==> config.mk <==
export PLATFORM = sky130hd
export DESIGN_NAME = d16_uart_flat
export DESIGN_NICKNAME = d
export VERILOG_FILES = /design/src/rtl/d16_uart_pkg.sv /design/src/rtl/d16_uart_if.sv /design/src/rtl/d16_fifo.sv /design/src/rtl/d16_uart.sv /design/src/flat_wrapper.sv
export SDC_FILE = /design/constraint.sdc
export NUM_CORES = 1
export LEC_CHECK = 0
export ABC_AREA = 1
export CORE_MARGIN = 3
export CORE_UTILIZATION = 55
export DETAILED_ROUTE_END_ITERATION = 10
export GPL_ROUTABILITY_DRIVEN = 0
export PLACE_DENSITY_LB_ADDON = 0.3
export SETUP_SLACK_MARGIN = 0.3
export SLEW_MARGIN = 20
export SYNTH_ARGS = -nofsm -noshare
export SYNTH_HDL_FRONTEND = slang
export SYNTH_SLANG_ARGS = --single-unit
==> constraint.sdc <==
create_clock -name i_clk -period 2.8 [get_ports i_clk]
set_input_delay 0.28 -clock i_clk [delete_from_list [all_inputs] [get_ports i_clk]]
set_output_delay 0.28 -clock i_clk [all_outputs]
set_load 0.02 [all_outputs]
==> src/rtl/d16_uart_pkg.sv <==
// d16_uart_pkg: shared constants and types for the d16 UART.
// Holds the register offsets, the STATUS/CTRL bit positions, the TX/RX state
// encodings, the sticky-flag payload and the baud clamp helper.
package d16_uart_pkg;

   localparam int unsigned DATA_W = 16;
   localparam int unsigned BYTE_W = 8;
   localparam int unsigned ADDR_W = 2;
   localparam int unsigned BAUD_W = 16;

   // Register offsets
   localparam logic [ADDR_W-1:0] REG_DATA   = 2'd0;
   localparam logic [ADDR_W-1:0] REG_STATUS = 2'd1;
   localparam logic [ADDR_W-1:0] REG_CTRL   = 2'd2;
   localparam logic [ADDR_W-1:0] REG_BAUD   = 2'd3;

   // STATUS bit positions
   localparam int unsigned ST_RX_AVAIL = 0;
   localparam int unsigned ST_RX_FULL  = 1;
   localparam int unsigned ST_TX_BUSY  = 2;
   localparam int unsigned ST_TX_FULL  = 3;
   localparam int unsigned ST_RX_OVR   = 4;
   localparam int unsigned ST_FRM_ERR  = 5;
   localparam int unsigned ST_TX_OVR   = 6;

   // CTRL bit positions
   localparam int unsigned CTRL_RX_IE = 0;
   localparam int unsigned CTRL_TX_IE = 1;

   localparam logic [BAUD_W-1:0] BAUD_MIN = 16'd3;

   typedef enum logic [1:0] {
      TX_IDLE  = 2'd0,
      TX_START = 2'd1,
      TX_DATA  = 2'd2,
      TX_STOP  = 2'd3
   } tx_state_e;

   typedef enum logic [1:0] {
      RX_IDLE  = 2'd0,
      RX_START = 2'd1,
      RX_DATA  = 2'd2,
      RX_STOP  = 2'd3
   } rx_state_e;

   // Sticky error flags, ordered to match STATUS[6:4]
   typedef struct packed {
      logic tx_ovr;
      logic frm_err;
      logic rx_ovr;
   } sticky_t;

   // Divider values below the minimum are stored as the minimum
   function automatic logic [BAUD_W-1:0] clamp_baud(input logic [BAUD_W-1:0] v);
      return (v < BAUD_MIN) ? BAUD_MIN : v;
   endfunction

endpackage

==> src/rtl/d16_uart_if.sv <==
// d16_uart_if: single-cycle d16 bus slave port (no ack).
// Ports: i_sel (chip select), i_wb_cyc, i_wb_we, i_wb_addr[1:0], i_wb_dat[15:0]
// driven by the master; o_wb_dat[15:0] returned combinationally by the slave.
interface d16_uart_if;
   import d16_uart_pkg::*;

   logic              i_sel;
   logic              i_wb_cyc;
   logic              i_wb_we;
   logic [ADDR_W-1:0] i_wb_addr;
   logic [DATA_W-1:0] i_wb_dat;
   logic [DATA_W-1:0] o_wb_dat;

   modport master (
      output i_sel, i_wb_cyc, i_wb_we, i_wb_addr, i_wb_dat,
      input  o_wb_dat
   );

   modport slave (
      input  i_sel, i_wb_cyc, i_wb_we, i_wb_addr, i_wb_dat,
      output o_wb_dat
   );
endinterface

==> src/rtl/d16_fifo.sv <==
// d16_fifo: synchronous FIFO with simultaneous push/pop and show-ahead head.
// Ports: clk, rst_n (async active-low), push/din, pop, dout (current head),
// full, empty. DEPTH must be a power of two >= 2.
module d16_fifo #(
   parameter int unsigned WIDTH = 8,
   parameter int unsigned DEPTH = 4
) (
   input  logic             clk,
   input  logic             rst_n,
   input  logic             push,
   input  logic [WIDTH-1:0] din,
   input  logic             pop,
   output logic [WIDTH-1:0] dout,
   output logic             full,
   output logic             empty
);
   localparam int unsigned AW = $clog2(DEPTH);
   localparam logic [AW:0] DEPTH_C = (AW+1)'(DEPTH);

   logic [WIDTH-1:0] mem_q [DEPTH];
   logic [AW-1:0]    wr_ptr_q, wr_ptr_d;
   logic [AW-1:0]    rd_ptr_q, rd_ptr_d;
   logic [AW:0]      cnt_q, cnt_d;
   logic             push_ok, pop_ok;

   assign full    = (cnt_q == DEPTH_C);
   assign empty   = (cnt_q == '0);
   assign dout    = mem_q[rd_ptr_q];
   // A pop frees the slot that a same-cycle push into a full FIFO needs
   assign pop_ok  = pop && !empty;
   assign push_ok = push && (!full || pop_ok);

   // Pointer and occupancy update
   always_comb begin
      wr_ptr_d = wr_ptr_q + AW'(push_ok);
      rd_ptr_d = rd_ptr_q + AW'(pop_ok);
      cnt_d    = cnt_q + (AW+1)'(push_ok) - (AW+1)'(pop_ok);
   end

   always_ff @(posedge clk or negedge rst_n) begin
      if (!rst_n) begin
         wr_ptr_q <= '0;
         rd_ptr_q <= '0;
         cnt_q    <= '0;
      end else begin
         wr_ptr_q <= wr_ptr_d;
         rd_ptr_q <= rd_ptr_d;
         cnt_q    <= cnt_d;
      end
   end

   // Storage needs no reset; occupancy gates every read
   always_ff @(posedge clk) begin
      if (push_ok) mem_q[wr_ptr_q] <= din;
   end
endmodule

==> src/rtl/d16_uart.sv <==
// d16_uart: memory-mapped UART with RX/TX FIFOs, baud divider and level IRQ.
// Ports: i_clk, i_reset_n (async active-low), bus (d16_uart_if slave:
// DATA/STATUS/CTRL/BAUD registers, zero-latency reads), i_rx (async serial
// in), o_tx (serial out, idle high), o_int (registered level interrupt).
module d16_uart
   import d16_uart_pkg::*;
#(
   parameter int unsigned       RX_DEPTH   = 8,
   parameter int unsigned       TX_DEPTH   = 4,
   parameter logic [BAUD_W-1:0] BAUD_RESET = 16'd216
) (
   input  logic       i_clk,
   input  logic       i_reset_n,
   d16_uart_if.slave  bus,
   input  logic       i_rx,
   output logic       o_tx,
   output logic       o_int
);

   logic wr_c, rd_c, wr_data_c, wr_status_c, wr_ctrl_c, wr_baud_c, rd_data_c;

   assign wr_c        = bus.i_sel & bus.i_wb_cyc & bus.i_wb_we;
   assign rd_c        = bus.i_sel & bus.i_wb_cyc & ~bus.i_wb_we;
   assign wr_data_c   = wr_c && (bus.i_wb_addr == REG_DATA);
   assign wr_status_c = wr_c && (bus.i_wb_addr == REG_STATUS);
   assign wr_ctrl_c   = wr_c && (bus.i_wb_addr == REG_CTRL);
   assign wr_baud_c   = wr_c && (bus.i_wb_addr == REG_BAUD);
   assign rd_data_c   = rd_c && (bus.i_wb_addr == REG_DATA);

   // Control/status registers
   logic [BAUD_W-1:0] baud_q, baud_d;
   logic [1:0]        ctrl_q, ctrl_d;
   sticky_t           sticky_q, sticky_d;
   logic              int_q, int_d;
   logic              rx_meta_q, rx_meta_d, rx_sync_q, rx_sync_d, rx_prev_q, rx_prev_d;

   // FIFO handshakes
   logic              tx_push_c, tx_pop_c, tx_full, tx_empty, tx_ovr_set_c, tx_busy_c;
   logic [BYTE_W-1:0] tx_head;
   logic              rx_push_c, rx_pop_c, rx_full, rx_empty, rx_ovr_set_c;
   logic              rx_push_req_c, frm_set_c;
   logic [BYTE_W-1:0] rx_head;

   // TX shifter
   tx_state_e         tx_state_q, tx_state_d;
   logic [BAUD_W-1:0] tx_cnt_q, tx_cnt_d, tx_len_q, tx_len_d;
   logic [2:0]        tx_idx_q, tx_idx_d;
   logic [BYTE_W-1:0] tx_shift_q, tx_shift_d;
   logic              tx_q, tx_d, tx_end_c;

   // RX sampler
   rx_state_e         rx_state_q, rx_state_d;
   logic [BAUD_W-1:0] rx_cnt_q, rx_cnt_d, rx_len_q, rx_len_d;
   logic [2:0]        rx_idx_q, rx_idx_d;
   logic [BYTE_W-1:0] rx_shift_q, rx_shift_d;
   logic [BAUD_W:0]   rx_half_c;
   logic              rx_end_c, rx_half_end_c;

   d16_fifo #(.WIDTH(BYTE_W), .DEPTH(TX_DEPTH)) u_tx_fifo (
      .clk   (i_clk),
      .rst_n (i_reset_n),
      .push  (tx_push_c),
      .din   (bus.i_wb_dat[BYTE_W-1:0]),
      .pop   (tx_pop_c),
      .dout  (tx_head),
      .full  (tx_full),
      .empty (tx_empty)
   );

   d16_fifo #(.WIDTH(BYTE_W), .DEPTH(RX_DEPTH)) u_rx_fifo (
      .clk   (i_clk),
      .rst_n (i_reset_n),
      .push  (rx_push_c),
      .din   (rx_shift_q),
      .pop   (rx_pop_c),
      .dout  (rx_head),
      .full  (rx_full),
      .empty (rx_empty)
   );

   // A pop in the same cycle makes room, so a full FIFO only overflows without one
   assign tx_push_c    = wr_data_c && (!tx_full || tx_pop_c);
   assign tx_ovr_set_c = wr_data_c && tx_full && !tx_pop_c;
   assign tx_busy_c    = (tx_state_q != TX_IDLE) || !tx_empty;
   assign rx_pop_c     = rd_data_c && !rx_empty;
   assign rx_push_c    = rx_push_req_c && (!rx_full || rx_pop_c);
   assign rx_ovr_set_c = rx_push_req_c && rx_full && !rx_pop_c;

   assign tx_end_c      = (tx_cnt_q == tx_len_q);
   assign rx_end_c      = (rx_cnt_q == rx_len_q);
   assign rx_half_c     = (17'(rx_len_q) + 17'd1) >> 1;
   assign rx_half_end_c = (17'(rx_cnt_q) == (rx_half_c - 17'd1));

   // Register writes, sticky flags (set beats clear), interrupt, synchronizer
   always_comb begin
      baud_d   = baud_q;
      ctrl_d   = ctrl_q;
      sticky_d = sticky_q;
      if (wr_baud_c) baud_d = clamp_baud(bus.i_wb_dat);
      if (wr_ctrl_c) ctrl_d = bus.i_wb_dat[1:0];
      if (wr_status_c) begin
         if (bus.i_wb_dat[ST_RX_OVR])  sticky_d.rx_ovr  = 1'b0;
         if (bus.i_wb_dat[ST_FRM_ERR]) sticky_d.frm_err = 1'b0;
         if (bus.i_wb_dat[ST_TX_OVR])  sticky_d.tx_ovr  = 1'b0;
      end
      if (rx_ovr_set_c) sticky_d.rx_ovr  = 1'b1;
      if (frm_set_c)    sticky_d.frm_err = 1'b1;
      if (tx_ovr_set_c) sticky_d.tx_ovr  = 1'b1;
      int_d     = (ctrl_q[CTRL_RX_IE] & ~rx_empty) | (ctrl_q[CTRL_TX_IE] & ~tx_busy_c);
      rx_meta_d = i_rx;
      rx_sync_d = rx_meta_q;
      rx_prev_d = rx_sync_q;
   end

   // TX FSM: each state lasts len+1 clocks; len is latched per bit
   always_comb begin
      tx_state_d = tx_state_q;
      tx_cnt_d   = tx_cnt_q + 16'd1;
      tx_len_d   = tx_len_q;
      tx_idx_d   = tx_idx_q;
      tx_shift_d = tx_shift_q;
      tx_d       = tx_q;
      tx_pop_c   = 1'b0;
      case (tx_state_q)
         TX_IDLE: begin
            tx_cnt_d = '0;
            tx_d     = 1'b1;
            if (!tx_empty) begin
               tx_pop_c   = 1'b1;
               tx_shift_d = tx_head;
               tx_len_d   = baud_q;
               tx_state_d = TX_START;
               tx_d       = 1'b0;
            end
         end
         TX_START: begin
            if (tx_end_c) begin
               tx_cnt_d   = '0;
               tx_len_d   = baud_q;
               tx_idx_d   = '0;
               tx_d       = tx_shift_q[0];
               tx_state_d = TX_DATA;
            end
         end
         TX_DATA: begin
            if (tx_end_c) begin
               tx_cnt_d = '0;
               tx_len_d = baud_q;
               if (tx_idx_q == 3'd7) begin
                  tx_d       = 1'b1;
                  tx_state_d = TX_STOP;
               end else begin
                  tx_idx_d   = tx_idx_q + 3'd1;
                  tx_shift_d = {1'b0, tx_shift_q[BYTE_W-1:1]};
                  tx_d       = tx_shift_q[1];
               end
            end
         end
         TX_STOP: begin
            if (tx_end_c) begin
               tx_cnt_d = '0;
               tx_len_d = baud_q;
               // Chain straight into the next start bit to keep frames gap-free
               if (!tx_empty) begin
                  tx_pop_c   = 1'b1;
                  tx_shift_d = tx_head;
                  tx_d       = 1'b0;
                  tx_state_d = TX_START;
               end else begin
                  tx_d       = 1'b1;
                  tx_state_d = TX_IDLE;
               end
            end
         end
         default: begin
            tx_d       = 1'b1;
            tx_state_d = TX_IDLE;
         end
      endcase
   end

   // RX FSM: mid-bit sampling after a half-period start check
   always_comb begin
      rx_state_d    = rx_state_q;
      rx_cnt_d      = rx_cnt_q + 16'd1;
      rx_len_d      = rx_len_q;
      rx_idx_d      = rx_idx_q;
      rx_shift_d    = rx_shift_q;
      rx_push_req_c = 1'b0;
      frm_set_c     = 1'b0;
      case (rx_state_q)
         RX_IDLE: begin
            rx_cnt_d = '0;
            if (rx_prev_q && !rx_sync_q) begin
               rx_len_d   = baud_q;
               rx_state_d = RX_START;
            end
         end
         RX_START: begin
            if (rx_half_end_c) begin
               rx_cnt_d   = '0;
               rx_idx_d   = '0;
               rx_state_d = rx_sync_q ? RX_IDLE : RX_DATA;
            end
         end
         RX_DATA: begin
            if (rx_end_c) begin
               rx_cnt_d   = '0;
               rx_len_d   = baud_q;
               rx_shift_d = {rx_sync_q, rx_shift_q[BYTE_W-1:1]};
               if (rx_idx_q == 3'd7) rx_state_d = RX_STOP;
               else                  rx_idx_d   = rx_idx_q + 3'd1;
            end
         end
         RX_STOP: begin
            if (rx_end_c) begin
               rx_cnt_d      = '0;
               rx_state_d    = RX_IDLE;
               frm_set_c     = ~rx_sync_q;
               rx_push_req_c = rx_sync_q;
            end
         end
         default: rx_state_d = RX_IDLE;
      endcase
   end

   always_ff @(posedge i_clk or negedge i_reset_n) begin
      if (!i_reset_n) begin
         baud_q     <= BAUD_RESET;
         ctrl_q     <= '0;
         sticky_q   <= '0;
         int_q      <= 1'b0;
         rx_meta_q  <= 1'b1;
         rx_sync_q  <= 1'b1;
         rx_prev_q  <= 1'b1;
         tx_state_q <= TX_IDLE;
         tx_cnt_q   <= '0;
         tx_len_q   <= '0;
         tx_idx_q   <= '0;
         tx_shift_q <= '0;
         tx_q       <= 1'b1;
         rx_state_q <= RX_IDLE;
         rx_cnt_q   <= '0;
         rx_len_q   <= '0;
         rx_idx_q   <= '0;
         rx_shift_q <= '0;
      end else begin
         baud_q     <= baud_d;
         ctrl_q     <= ctrl_d;
         sticky_q   <= sticky_d;
         int_q      <= int_d;
         rx_meta_q  <= rx_meta_d;
         rx_sync_q  <= rx_sync_d;
         rx_prev_q  <= rx_prev_d;
         tx_state_q <= tx_state_d;
         tx_cnt_q   <= tx_cnt_d;
         tx_len_q   <= tx_len_d;
         tx_idx_q   <= tx_idx_d;
         tx_shift_q <= tx_shift_d;
         tx_q       <= tx_d;
         rx_state_q <= rx_state_d;
         rx_cnt_q   <= rx_cnt_d;
         rx_len_q   <= rx_len_d;
         rx_idx_q   <= rx_idx_d;
         rx_shift_q <= rx_shift_d;
      end
   end

   // Zero-latency read mux; idle bus reads as zero
   always_comb begin
      bus.o_wb_dat = '0;
      if (rd_c) begin
         case (bus.i_wb_addr)
            REG_DATA:   bus.o_wb_dat = rx_empty ? 16'h0000 : {8'h00, rx_head};
            REG_STATUS: bus.o_wb_dat = {9'd0, sticky_q.tx_ovr, sticky_q.frm_err,
                                        sticky_q.rx_ovr, tx_full, tx_busy_c,
                                        rx_full, ~rx_empty};
            REG_CTRL:   bus.o_wb_dat = {14'd0, ctrl_q};
            default:    bus.o_wb_dat = baud_q;
         endcase
      end
   end

   assign o_tx  = tx_q;
   assign o_int = int_q;

endmodule

==> src/flat_wrapper.sv <==
// flat-port wrapper written by rule: the top's interface ports become plain ports
module d16_uart_flat import d16_uart_pkg::*;
#(
   parameter int unsigned       RX_DEPTH   = 8,
   parameter int unsigned       TX_DEPTH   = 4,
   parameter logic [BAUD_W-1:0] BAUD_RESET = 16'd216
)
  (i_clk, i_reset_n, i_rx, o_tx, o_int, bus_i_sel, bus_i_wb_cyc, bus_i_wb_we, bus_i_wb_addr, bus_i_wb_dat, bus_o_wb_dat);
  d16_uart_if bus_i ();
  input  logic i_clk;
  input  logic i_reset_n;
  input  logic i_rx;
  output logic o_tx;
  output logic o_int;
  input wire logic [$bits(bus_i.i_sel)-1:0] bus_i_sel;
  input wire logic [$bits(bus_i.i_wb_cyc)-1:0] bus_i_wb_cyc;
  input wire logic [$bits(bus_i.i_wb_we)-1:0] bus_i_wb_we;
  input wire logic [$bits(bus_i.i_wb_addr)-1:0] bus_i_wb_addr;
  input wire logic [$bits(bus_i.i_wb_dat)-1:0] bus_i_wb_dat;
  output wire logic [$bits(bus_i.o_wb_dat)-1:0] bus_o_wb_dat;
  assign bus_i.i_sel = bus_i_sel;
  assign bus_i.i_wb_cyc = bus_i_wb_cyc;
  assign bus_i.i_wb_we = bus_i_wb_we;
  assign bus_i.i_wb_addr = bus_i_wb_addr;
  assign bus_i.i_wb_dat = bus_i_wb_dat;
  assign bus_o_wb_dat = bus_i.o_wb_dat;
  d16_uart #(.RX_DEPTH(RX_DEPTH), .TX_DEPTH(TX_DEPTH), .BAUD_RESET(BAUD_RESET)) u_core (.i_clk(i_clk), .i_reset_n(i_reset_n), .bus(bus_i), .i_rx(i_rx), .o_tx(o_tx), .o_int(o_int));
endmodule
==> impl_metrics.toml, run 1 <==
[global_routing]
grt_first_pass_wirelength_um = 46950
grt_pass1_vias = 9139
grt_max_degree = 60
overflow = 0
antenna_found_initial = 0
track_usage_pct = 25.93

[synthesis]
synthCells = 1286
syn_avg_cell_area_um2 = 9.040
yosysSeqAreaShare_pct = 53.51
ys_seq_elements = 229
synthTopCellsByCount = "nand2_1, inv_1, dfrtp_1, nor2_1, o21ai_0"
ys_async_sr_fraction_pct = 58.08
yosysTopAreaCell = "dfrtp_1"
yosysTopAreaCellShare_pct = 26.91
synth_nets = 1339
synthesis.area_mm2 = 0.01162
synth.area.top_cells = "dfrtp_1, edfxtp_1, nand2_1"
ys_types = 59
synth_edf_count = 96
synth_most_common_cell = "nand2_1"
synthFlopType = "dfrtp_1"
ys_warn_count = 0

[floorplan]
fp.dieW_um = 151.4
pin_count = 42
initial_core_util_pct = 56.72
core_mm2 = 0.02049
die_y_um = 151.4
rows = 52
dieArea_mm2 = 0.02292

[place]
placed_cells_incl_taps = 1615
pre_cts_ws_ns = -0.01599
place_area_mm2 = 0.01265
port_buffers = 41
dp_hpwl_um = 20380

[sta]
finClkSkew_ns = 0.01559
rsz0062_at_grt = "yes"
relSlewSlack_pct = 49.23
layout_setup_ws_ns = 0.06720
whs_ns = 0.1690
final-max-slew-violation-count = 0
hold_violations = 0
max_freq_mhz = 365.9
finalCriticalPeriod_ns = 2.733
setup_viol = 0
finalCritPeriodShare_pct = 97.60
setup_tns_ns = 0
worst_pin_slew_ns = 0.7607

[layout]
syn_to_final_growth_pct = 25.19
n_antenna_cell = 0
finalNonFillerCells = 1714
fin_nets = 1479
drive_gt1_share_pct = 23.89
postLayoutCoreUtil_pct = 71.01
fin_area_mm2 = 0.01455

[worst_hold_path]
hold_start = "i_rx"
worst_hold_path.endpoint = "u_core.rx_meta_q$_DFF_PN1_"
hold_path_class = "primary input to flip-flop"
holdPathStages = 1

[drt]
wirelength_um = 30870
drt_iter0_drc = 825
wl_per_cell_um = 18.01
ant_nets = 0
avgViaCountPerCell = 5.749
vias = 9854
drc_errors = 0
first_pass_iters = 5

[setup_path]
rr_worst_depth = 13
crit-reg2reg-launch = "u_core.rx_len_q[3]$_DFFE_PN0P_"
worst-path-max-fanout = 4
cp-end-kind = "flip-flop"
setup.worst_path.class = "flip-flop to flip-flop"
arrival_ns = 3.16
r2r_slack_ns = 0.07
worst_r2r_endpoint = "u_core.u_rx_fifo.cnt_q[1]$_DFF_PN0_"
cp.required_ns = 3.22
start_kind = "flip-flop"

[power_and_ir_drop]
p_total_mw = 13.77
ir_worst_vdd_mv = 0.7218
p_leak_nw = 6.388
power.density_mw_per_mm2 = 945.9

[clock_tree]
cts_tree = "built"
numCtsBuffers = 24
clock_sinks = 229
root_buffer = "clkbuf_16"
clkTransAtPathRegs_ns = 0.06
clock_latency_ns = 0.54
htreeDepth = 1
clockBufferDepth = 3

[status]
status = "finished clean"

[run]
max_cap_viol_count = 0
[final cells by class]
class | count | area, µm²
Clock buffer | 37 | 719.4
Clock inverter | 7 | 91.34
Fill cell | 1438 | 5942
Inverter | 140 | 534.3
Multi-Input combinational cell | 883 | 5315
Sequential cell | 229 | 6235
Tap cell | 270 | 337.8
Timing Repair Buffer | 147 | 1313
Timing Repair inverter | 1 | 7.507
[logic make-up after synthesis]
family                   Yosys count  synth area share [%]
AO/OA/AOI/OAI                    224                 11.24
XOR/XNOR                          33                 2.734
adder cells (fa/ha/maj)           29                 3.250
buffers and inverters            176                 5.995
flip-flops                       229                 53.51
multiplexers                       1               0.09686
AND/OR/NAND/NOR                  594                 23.17
[metal layers]
layer	track usage [%]	part of all wire (%)	routed length, µm
met5	0	0	0
met3	3.501	6.6	2047
met1	35.30	41	12790
met2	43.94	49	15180
met4	7.026	2.8	862
[critical path, cell delays in order (launching register included)]
cell,delay [ns]
dfrtp_1,0.45
inv_2,0.10
nand2_1,0.08
nand4_1,0.14
nor4_2,0.33
nand2_1,0.17
inv_2,0.12
nand4_1,0.12
ha_1,0.30
inv_1,0.06
ha_2,0.17
inv_1,0.05
fa_2,0.51
inv_1,0.04
[power breakdown]
group	internal (mW)	switching (mW)	total (mW)
Clock	1.88	1.33	3.21
Combinational	2.25	3.56	5.81
Sequential	4.12	0.632	4.75
Total	8.24	5.52	13.8
[how the worst max path moves through the flow]
stage                                    start  slack, ns                                endpoint
2_1_floorplan   u_core.rx_len_q[0]$_DFFE_PN0P_       0.19  u_core.u_rx_fifo.mem_q[0][0]$_DFFE_PP_
3_3_place_gp                      bus_i_wb_cyc       0.04     u_core.u_rx_fifo.cnt_q[1]$_DFF_PN0_
3_5_place_dp                      bus_i_wb_cyc      -0.02     u_core.u_rx_fifo.cnt_q[1]$_DFF_PN0_
4_1_cts        u_core.tx_len_q[13]$_DFFE_PN0P_       0.14     u_core.u_tx_fifo.cnt_q[1]$_DFF_PN0_
5_1_grt         u_core.rx_len_q[3]$_DFFE_PN0P_      -0.04     u_core.u_rx_fifo.cnt_q[1]$_DFF_PN0_
6_report        u_core.rx_len_q[3]$_DFFE_PN0P_       0.07     u_core.u_rx_fifo.cnt_q[1]$_DFF_PN0_
[flip-flops by register name, summed over array words and instances (netlist names), 3 cells and up, named ones only]
register and cells:
u_core.u_tx_fifo.cnt_q 3, u_core.rx_cnt_q 16, u_core.rx_len_q 16, u_core.u_tx_fifo.mem_q 32, u_core.rx_shift_q 8, u_core.u_rx_fifo.rd_ptr_q 3, u_core.tx_shift_q 8, u_core.tx_len_q 16
u_core.rx_idx_q 3, u_core.baud_q 16, u_core.u_rx_fifo.cnt_q 4, u_core.sticky_q 3, u_core.tx_idx_q 3, u_core.u_rx_fifo.wr_ptr_q 3, u_core.u_rx_fifo.mem_q 64, u_core.tx_cnt_q 16
[what timing repair did]
| item | 4_1_cts | 5_1_grt |
|---|---|---|
| resized for setup | 99 | 128 |
| endpoints found under the hold margin | 55 | 0 |
| setup buffers | 26 | 24 |
| cloned | 3 | 1 |
| pin swaps | 39 | 54 |
| setup endpoints to repair | 59 | 154 |
| hold buffers | 1 | 0 |
[layout by cell type (no fill, tap or decap), types with 16 or more instances in the layout]
cell type,n
nand2_2,16
o21ai_0,112
edfxtp_1,96
nand4_1,27
ha_1,24
xor2_1,16
inv_1,114
nor2_2,17
nor3_1,25
nand2_1,260
clkbuf_16,25
nor2_4,20
dfrtp_1,114
inv_2,21
clkdlybuf4s50_1,24
a21oi_1,24
nand3_1,56
nor2_1,107
a21oi_2,19
buf_6,18
buf_4,86
(Power assumes the default switching activity.)
==> run 2, diff against run 1 <==
- ABC_AREA: 1 -> unset
==> run 2 against run 1 <==
Against the previous run:
- the flow now finishes with violations (setup timing)
- die area is 0.84% lower
- clock skew up 0.012 ns
- global-route usage down 0.27 points
- highest routed layer unchanged
- critical path type unchanged
- synthesized cell count down 28%
- via count down 13%
- design area up 7.6%
- non-clock buffer count up 100
- routed wire length is 2.5% higher
- cell count decreased by 17%
- worst setup slack got worse by 0.55 ns
==> impl_metrics.toml, run 2 <==
[status]
status = "finished, violations left"
violations = "setup timing"

[synthesis]
synth_most_common_cell = "dfrtp_1"
synthTopCellsByCount = "dfrtp_1, edfxtp_1, xnor2_1, nor2_1, mux2_2"
synthCells = 921
ys_warn_count = 0
ys_seq_elements = 229
ys_async_sr_fraction_pct = 58.08
synth_nets = 974
synthesis.area_mm2 = 0.01152
yosysSeqAreaShare_pct = 53.99
synth.area.top_cells = "dfrtp_1, edfxtp_1, xnor2_1"
synthFlopType = "dfrtp_1"
yosysTopAreaCellShare_pct = 27.15
synth_edf_count = 96
yosysTopAreaCell = "dfrtp_1"
syn_avg_cell_area_um2 = 12.51
ys_types = 74

[drt]
first_pass_iters = 5
avgViaCountPerCell = 5.967
vias = 8527
ant_nets = 0
drt_iter0_drc = 542
wirelength_um = 31640
drc_errors = 0
wl_per_cell_um = 22.14

[floorplan]
rows = 52
initial_core_util_pct = 56.40
core_mm2 = 0.02043
fp.dieW_um = 150.7
dieArea_mm2 = 0.02272
pin_count = 42
die_y_um = 150.7

[setup_path]
cp-end-kind = "flip-flop"
cp_common_cell = "buf_4"
cp.required_ns = 3.20
start_kind = "flip-flop"
cp_cell_sequence = "ha_4 -> nand3_4 -> buf_12 -> xnor2_4 -> buf_6 -> a211oi_2 -> buf_4 -> buf_4 -> buf_4 -> a21oi_1 -> o21bai_1 -> nand4_1 -> buf_4 -> nor4_4 -> a21oi_1"
setup.worst_path.class = "flip-flop to flip-flop"
rr_worst_depth = 15
critPathSlowestCell = "dfrtp_1"
worst-path-max-fanout = 6
arrival_ns = 3.69
worst_path_largest_cell_delay_ns = 0.44

[sta]
layout_setup_ws_ns = -0.4865
max_freq_mhz = 304.3
hold_violations = 0
finalCriticalPeriod_ns = 3.286
finalCritPeriodShare_pct = 117.4
setup_tns_ns = -23.19
rsz0062_at_grt = "yes"
setup_viol = 132
finClkSkew_ns = 0.02718
final-max-slew-violation-count = 0
worst_pin_slew_ns = 0.7804
relSlewSlack_pct = 47.97

[layout]
drive_gt1_share_pct = 41.16
top_register = "u_core.u_rx_fifo.mem_q"
postLayoutCoreUtil_pct = 76.66
reg.largest.list = "u_core.u_rx_fifo.mem_q x64, u_core.u_tx_fifo.mem_q x32"
nFillCells = 1148
n_antenna_cell = 0
fin_nets = 1194
syn_to_final_growth_pct = 35.92
final_cell_mix = "buf_4, dfrtp_1, edfxtp_1, xnor2_1, nor2_1"
largest_register_ffs = 64
final_common_cell = "buf_4"
fin_area_mm2 = 0.01566

[power_and_ir_drop]
p_leak_nw = 6.420
power.density_mw_per_mm2 = 843.5
combPwrFrac_pct = 39.8
p_total_mw = 13.21
ir_worst_vdd_mv = 0.5255
intPower_mw = 8.800
p_seq_share_pct = 34.8
switching_share_pct = 33.39
switching_power_mw = 4.411
clkPwrFrac_pct = 25.3

[global_routing]
grt_use_met2_pct = 43.65
grt_first_pass_wirelength_um = 45380
overflow = 0
antenna_found_initial = 0
use_met1_pct = 34.81
track_usage_pct = 25.66
busiest_layer = "met2"
grtUsageMet3_pct = 3.672
grt_pass1_vias = 8319
grt_max_degree = 73

[clock_tree]
clockBufferDepth = 3
numCtsBuffers = 24
cts_tree = "built"
htreeDepth = 1
clkTransAtPathRegs_ns = 0.06
root_buffer = "clkbuf_16"
clock_latency_ns = 0.54
clock_sinks = 229

[place]
port_buffers = 41
pre_cts_ws_ns = -0.4182
dp_hpwl_um = 18720
place_area_mm2 = 0.01335

[worst_hold_path]
hold_path_class = "primary input to flip-flop"
holdPathStages = 1

[run]
max_cap_viol_count = 0
## run 2: worst max-delay path: cells and delay by family, from the launching register on
family,cells,cell delay (ns)
buffers and inverters,6,0.97
AND/OR/NAND/NOR,3,0.70
AO/OA/AOI/OAI,4,0.57
flip-flops,1,0.44
adder cells (fa/ha/maj),1,0.23
XOR/XNOR,1,0.21
## run 2: logic make-up after synthesis
| group | Yosys count | synth area share, % |
|---|---|---|
| xor+xnor | 106 | 8.253 |
| fa+ha+maj | 29 | 3.279 |
| mux | 100 | 11.91 |
| simple gates | 252 | 11.75 |
| flops | 229 | 53.99 |
| buf+inv | 79 | 3.084 |
| compound gates | 126 | 7.732 |
## run 2: area by class of cell
cell class / count / area, µm² / share of cell area [%]
flip-flops and latches: 229 / 6228 / 39.77
multi-input cells: 613 / 5814 / 37.13
repair buffers: 247 / 2340 / 14.94
clock buffers: 33 / 675.6 / 4.314
well taps: 270 / 337.8 / 2.157
clock inverters: 11 / 165.2 / 1.055
inverters: 26 / 100.1 / 0.6391
## run 2: metal layers
metal / wire (µm) / vias to the layer above / part of all wire (%)
li1: - / 3809 / -
met1: 12590 / 4306 / 40
met2: 16180 / 338 / 51
met3: 2026 / 74 / 6.4
met4: 846 / 0 / 2.7
met5: 0 / - / 0
## run 2: path summary, 6_finish.rpt
path,start,end,slack [ns]
max reg2reg,u_core.rx_len_q[1]$_DFFE_PN0P_,u_core.rx_idx_q[1]$_DFFE_PN0P_,-0.49
min reg2reg,u_core.rx_meta_q$_DFF_PN1_,u_core.rx_prev_d$_DFF_PN1_,0.36
max,u_core.rx_len_q[1]$_DFFE_PN0P_,u_core.rx_idx_q[1]$_DFFE_PN0P_,-0.49
min in group asynchronous,i_reset_n,u_core.tx_idx_q[2]$_DFFE_PN0P_,0.19
min,i_rx,u_core.rx_meta_q$_DFF_PN1_,0.14
max in group asynchronous,i_reset_n,u_core.rx_prev_q$_DFF_PN1_,1.87
## run 2: through the flow
stage,hold WS (ns),cells
6_report,0.1384,1429
4_1_cts,0.1297,1399
3_3_place_gp,0.1807,1314
3_5_place_dp,0.1853,1314
2_1_floorplan,-0.01559,921
5_1_grt,0.1254,1429
## run 2: what timing repair did
action                                 CTS  global route
pin swaps                               43            30
setup endpoints to repair              159           160
resized for setup                      124           101
endpoints found under the hold margin   32             0
cloned                                   4             1
buffers inserted                        36            29
hold buffers                             1             0
## run 2: power groups by stage
stage	Combinational, mW	Sequential, mW	Clock, mW
after floorplan	3.00	4.39	0
after global placement	4.01	4.58	0
after detailed placement	4.14	4.61	0
after CTS	4.71	4.57	3.37
after global routing	5.62	4.66	3.53
final	5.26	4.60	3.35
==> run 3, diff against run 2 <==
- CELL_PAD_IN_SITES_DETAIL_PLACEMENT: unset -> 2
- CELL_PAD_IN_SITES_GLOBAL_PLACEMENT: unset -> 2
- CORE_UTILIZATION: 55 -> 39
==> run 3 against run 2 <==
Against the previous run:
- the run still ends with setup timing left
- non-clock buffer count is 11 higher
- maximum frequency down 9.0%
- cell count increased by 9.0%
- core utilization down 20 points
- clock skew is 0.011 ns higher
- design area rose by 4.4%
- clock power increased by 13%
- worst setup slack got worse by 0.33 ns
- first-iteration DRC count is 85% higher
- sequential share of layout area fell by 1.7 points
- total power increased by 17%
- clock-buffer cell count grew 2
- highest routed layer unchanged
==> impl_metrics.toml, run 3 (same netlist as run 2, synthesis figures left out) <==
[status]
status = "finished, violations left"
violations = "setup timing"

[layout]
final_common_cell = "buf_4"
fin_area_mm2 = 0.01636
n_antenna_cell = 0
final_cell_mix = "buf_4, dfrtp_1, edfxtp_1, buf_6, nor2_1"
syn_to_final_growth_pct = 41.95
largest_register_ffs = 64
fin_nets = 1207
top_register = "u_core.u_rx_fifo.mem_q"
drive_gt1_share_pct = 45.95
reg.largest.list = "u_core.u_rx_fifo.mem_q x64, u_core.u_tx_fifo.mem_q x32"

[floorplan]
rows = 62
fp.dieW_um = 177.9
pin_count = 42
core_mm2 = 0.02894
initial_core_util_pct = 39.82
dieArea_mm2 = 0.03164
die_y_um = 177.9

[drt]
vias = 9776
drt_iter0_drc = 1005
avgViaCountPerCell = 6.279
drc_errors = 0
ant_nets = 0
wl_per_cell_um = 37.88
wirelength_um = 58990
first_pass_iters = 5

[sta]
max_freq_mhz = 276.8
setup_viol = 146
layout_setup_ws_ns = -0.8126
finClkSkew_ns = 0.03793
relSlewSlack_pct = 40.66
rsz0062_at_grt = "yes"
hold_violations = 0
finalCriticalPeriod_ns = 3.613
final-max-slew-violation-count = 0
worst_pin_slew_ns = 0.8901
finalCritPeriodShare_pct = 129.0

[setup_path]
r2r_slack_ns = -0.81
cp_top_family = "simple AND/OR/NAND/NOR gates"
crit-reg2reg-launch = "u_core.tx_len_q[8]$_DFFE_PN0P_"
arrival_ns = 4.04
cp_cell_sequence = "xnor2_1 -> nand4_1 -> nor4_2 -> buf_4 -> a21oi_2 -> nor3_4 -> nor2b_2 -> or4_4 -> ha_4 -> inv_2 -> ha_4 -> inv_2 -> fa_2 -> xnor2_2 -> xnor2_2"
cp-end-kind = "flip-flop"
start_kind = "flip-flop"
cp.required_ns = 3.23
cp.buffers_inverters = 3
crit_end = "u_core.u_tx_fifo.cnt_q[2]$_DFF_PN0_"
critical_path_cell_count = 15
worst_path_largest_cell_delay_ns = 0.53
setup.worst_path.class = "flip-flop to flip-flop"
critPathSlowestCell = "or4_4"
worst-path-max-fanout = 2
worst_r2r_endpoint = "u_core.u_tx_fifo.cnt_q[2]$_DFF_PN0_"
rr_worst_depth = 15
startpoint = "u_core.tx_len_q[8]$_DFFE_PN0P_"

[clock_tree]
htreeDepth = 1
clock_latency_ns = 0.57
numCtsBuffers = 26
clock_sinks = 229
clkTransAtPathRegs_ns = 0.07
clockBufferDepth = 3
root_buffer = "clkbuf_16"
cts_tree = "built"

[power_and_ir_drop]
power.density_mw_per_mm2 = 947.7
p_leak_nw = 6.606
p_total_mw = 15.50
ir_worst_vdd_mv = 0.5537

[run]
max_cap_viol_count = 0

[global_routing]
grt_first_pass_wirelength_um = 73430
grt_pass1_vias = 10530
antenna_found_initial = 0
track_usage_pct = 31.86
overflow = 0
grt_max_degree = 60

[place]
dp_hpwl_um = 27460
place_area_mm2 = 0.01363
port_buffers = 41

[worst_hold_path]
hold_path_class = "primary input to flip-flop"
==> run 3: cell types whose count changed in the layout (fill, tap and decap cells not counted), moves of 8 or more <==
cell / delta
buf_4: -11
xnor2_1: -10
dlygate4sd2_1: -9
xnor2_2: +8
mux2_2: -8
buf_6: +24
mux2_4: +8
==> run 3: area by class of cell <==
cell class	count	area, µm²
timing repair buffer	258	2464
fill	2591	12580
tap	384	480.5
clock buffer	35	714.4
clock inverter	12	173.9
multi-input combinational	613	6186
inverter	26	102.6
sequential	229	6235
==> run 3: worst min-delay path by stage <==
| stage | startpoint | endpoint | slack [ns] | cells past startpoint |
|---|---|---|---|---|
| floorplan | i_reset_n | asynchronous set/reset pin | -0.02 | 0 |
| global placement | i_reset_n | u_core.tx_idx_q[2]$_DFFE_PN0P_ | 0.30 | 1 |
| detailed placement | i_reset_n | u_core.tx_shift_q[5]$_DFFE_PN0P_ | 0.31 | 1 |
| CTS | i_rx | u_core.rx_meta_q$_DFF_PN1_ | 0.15 | 1 |
| global route | i_rx | u_core.rx_meta_q$_DFF_PN1_ | 0.12 | 1 |
| finish | i_rx | u_core.rx_meta_q$_DFF_PN1_ | 0.14 | 1 |
==> run 3: through the flow <==
step / hold WS, ns / instances / util [%] / worst slack, ns / setup TNS [ns]
floorplan: -0.01559 / 921 / - / -0.3181 / -4.149
global placement: 0.2987 / 1444 / 47.10 / -0.3985 / -9.551
detailed placement: 0.3088 / 1444 / 47.10 / -0.6293 / -24.52
CTS: 0.1456 / 1532 / 53.81 / -0.6375 / -15.64
global route: 0.1231 / 1557 / 56.53 / -0.8802 / -63.90
finish: 0.1366 / 1557 / 56.53 / -0.8126 / -49.96
==> run 3: where the power goes <==
part           switching (mW)  internal (mW)  leakage, nW
combinational            3.63           3.22         3.62
sequential              0.847           4.02         2.56
clock                    1.62           2.16        0.430
==> run 3: what timing repair did <==
| item | CTS | global route |
|---|---|---|
| buffers inserted | 38 | 22 |
| cloned | 2 | 3 |
| pin swaps | 53 | 41 |
| setup endpoints to repair | 170 | 195 |
| hold buffers | 1 | 0 |
| gates resized for setup | 216 | 142 |
| endpoints found under the hold margin | 48 | 0 |
==> run 3: layer usage <==
| metal | vias to the layer above | part of all wire (%) | global-route usage, % |
|---|---|---|---|
| met5 | - | 0 | 0 |
| met4 | 0 | 5.9 | 14.20 |
| met3 | 229 | 6.2 | 5.349 |
| met2 | 560 | 50 | 56.90 |
| met1 | 5151 | 38 | 37.44 |
| li1 | 3836 | - | - |
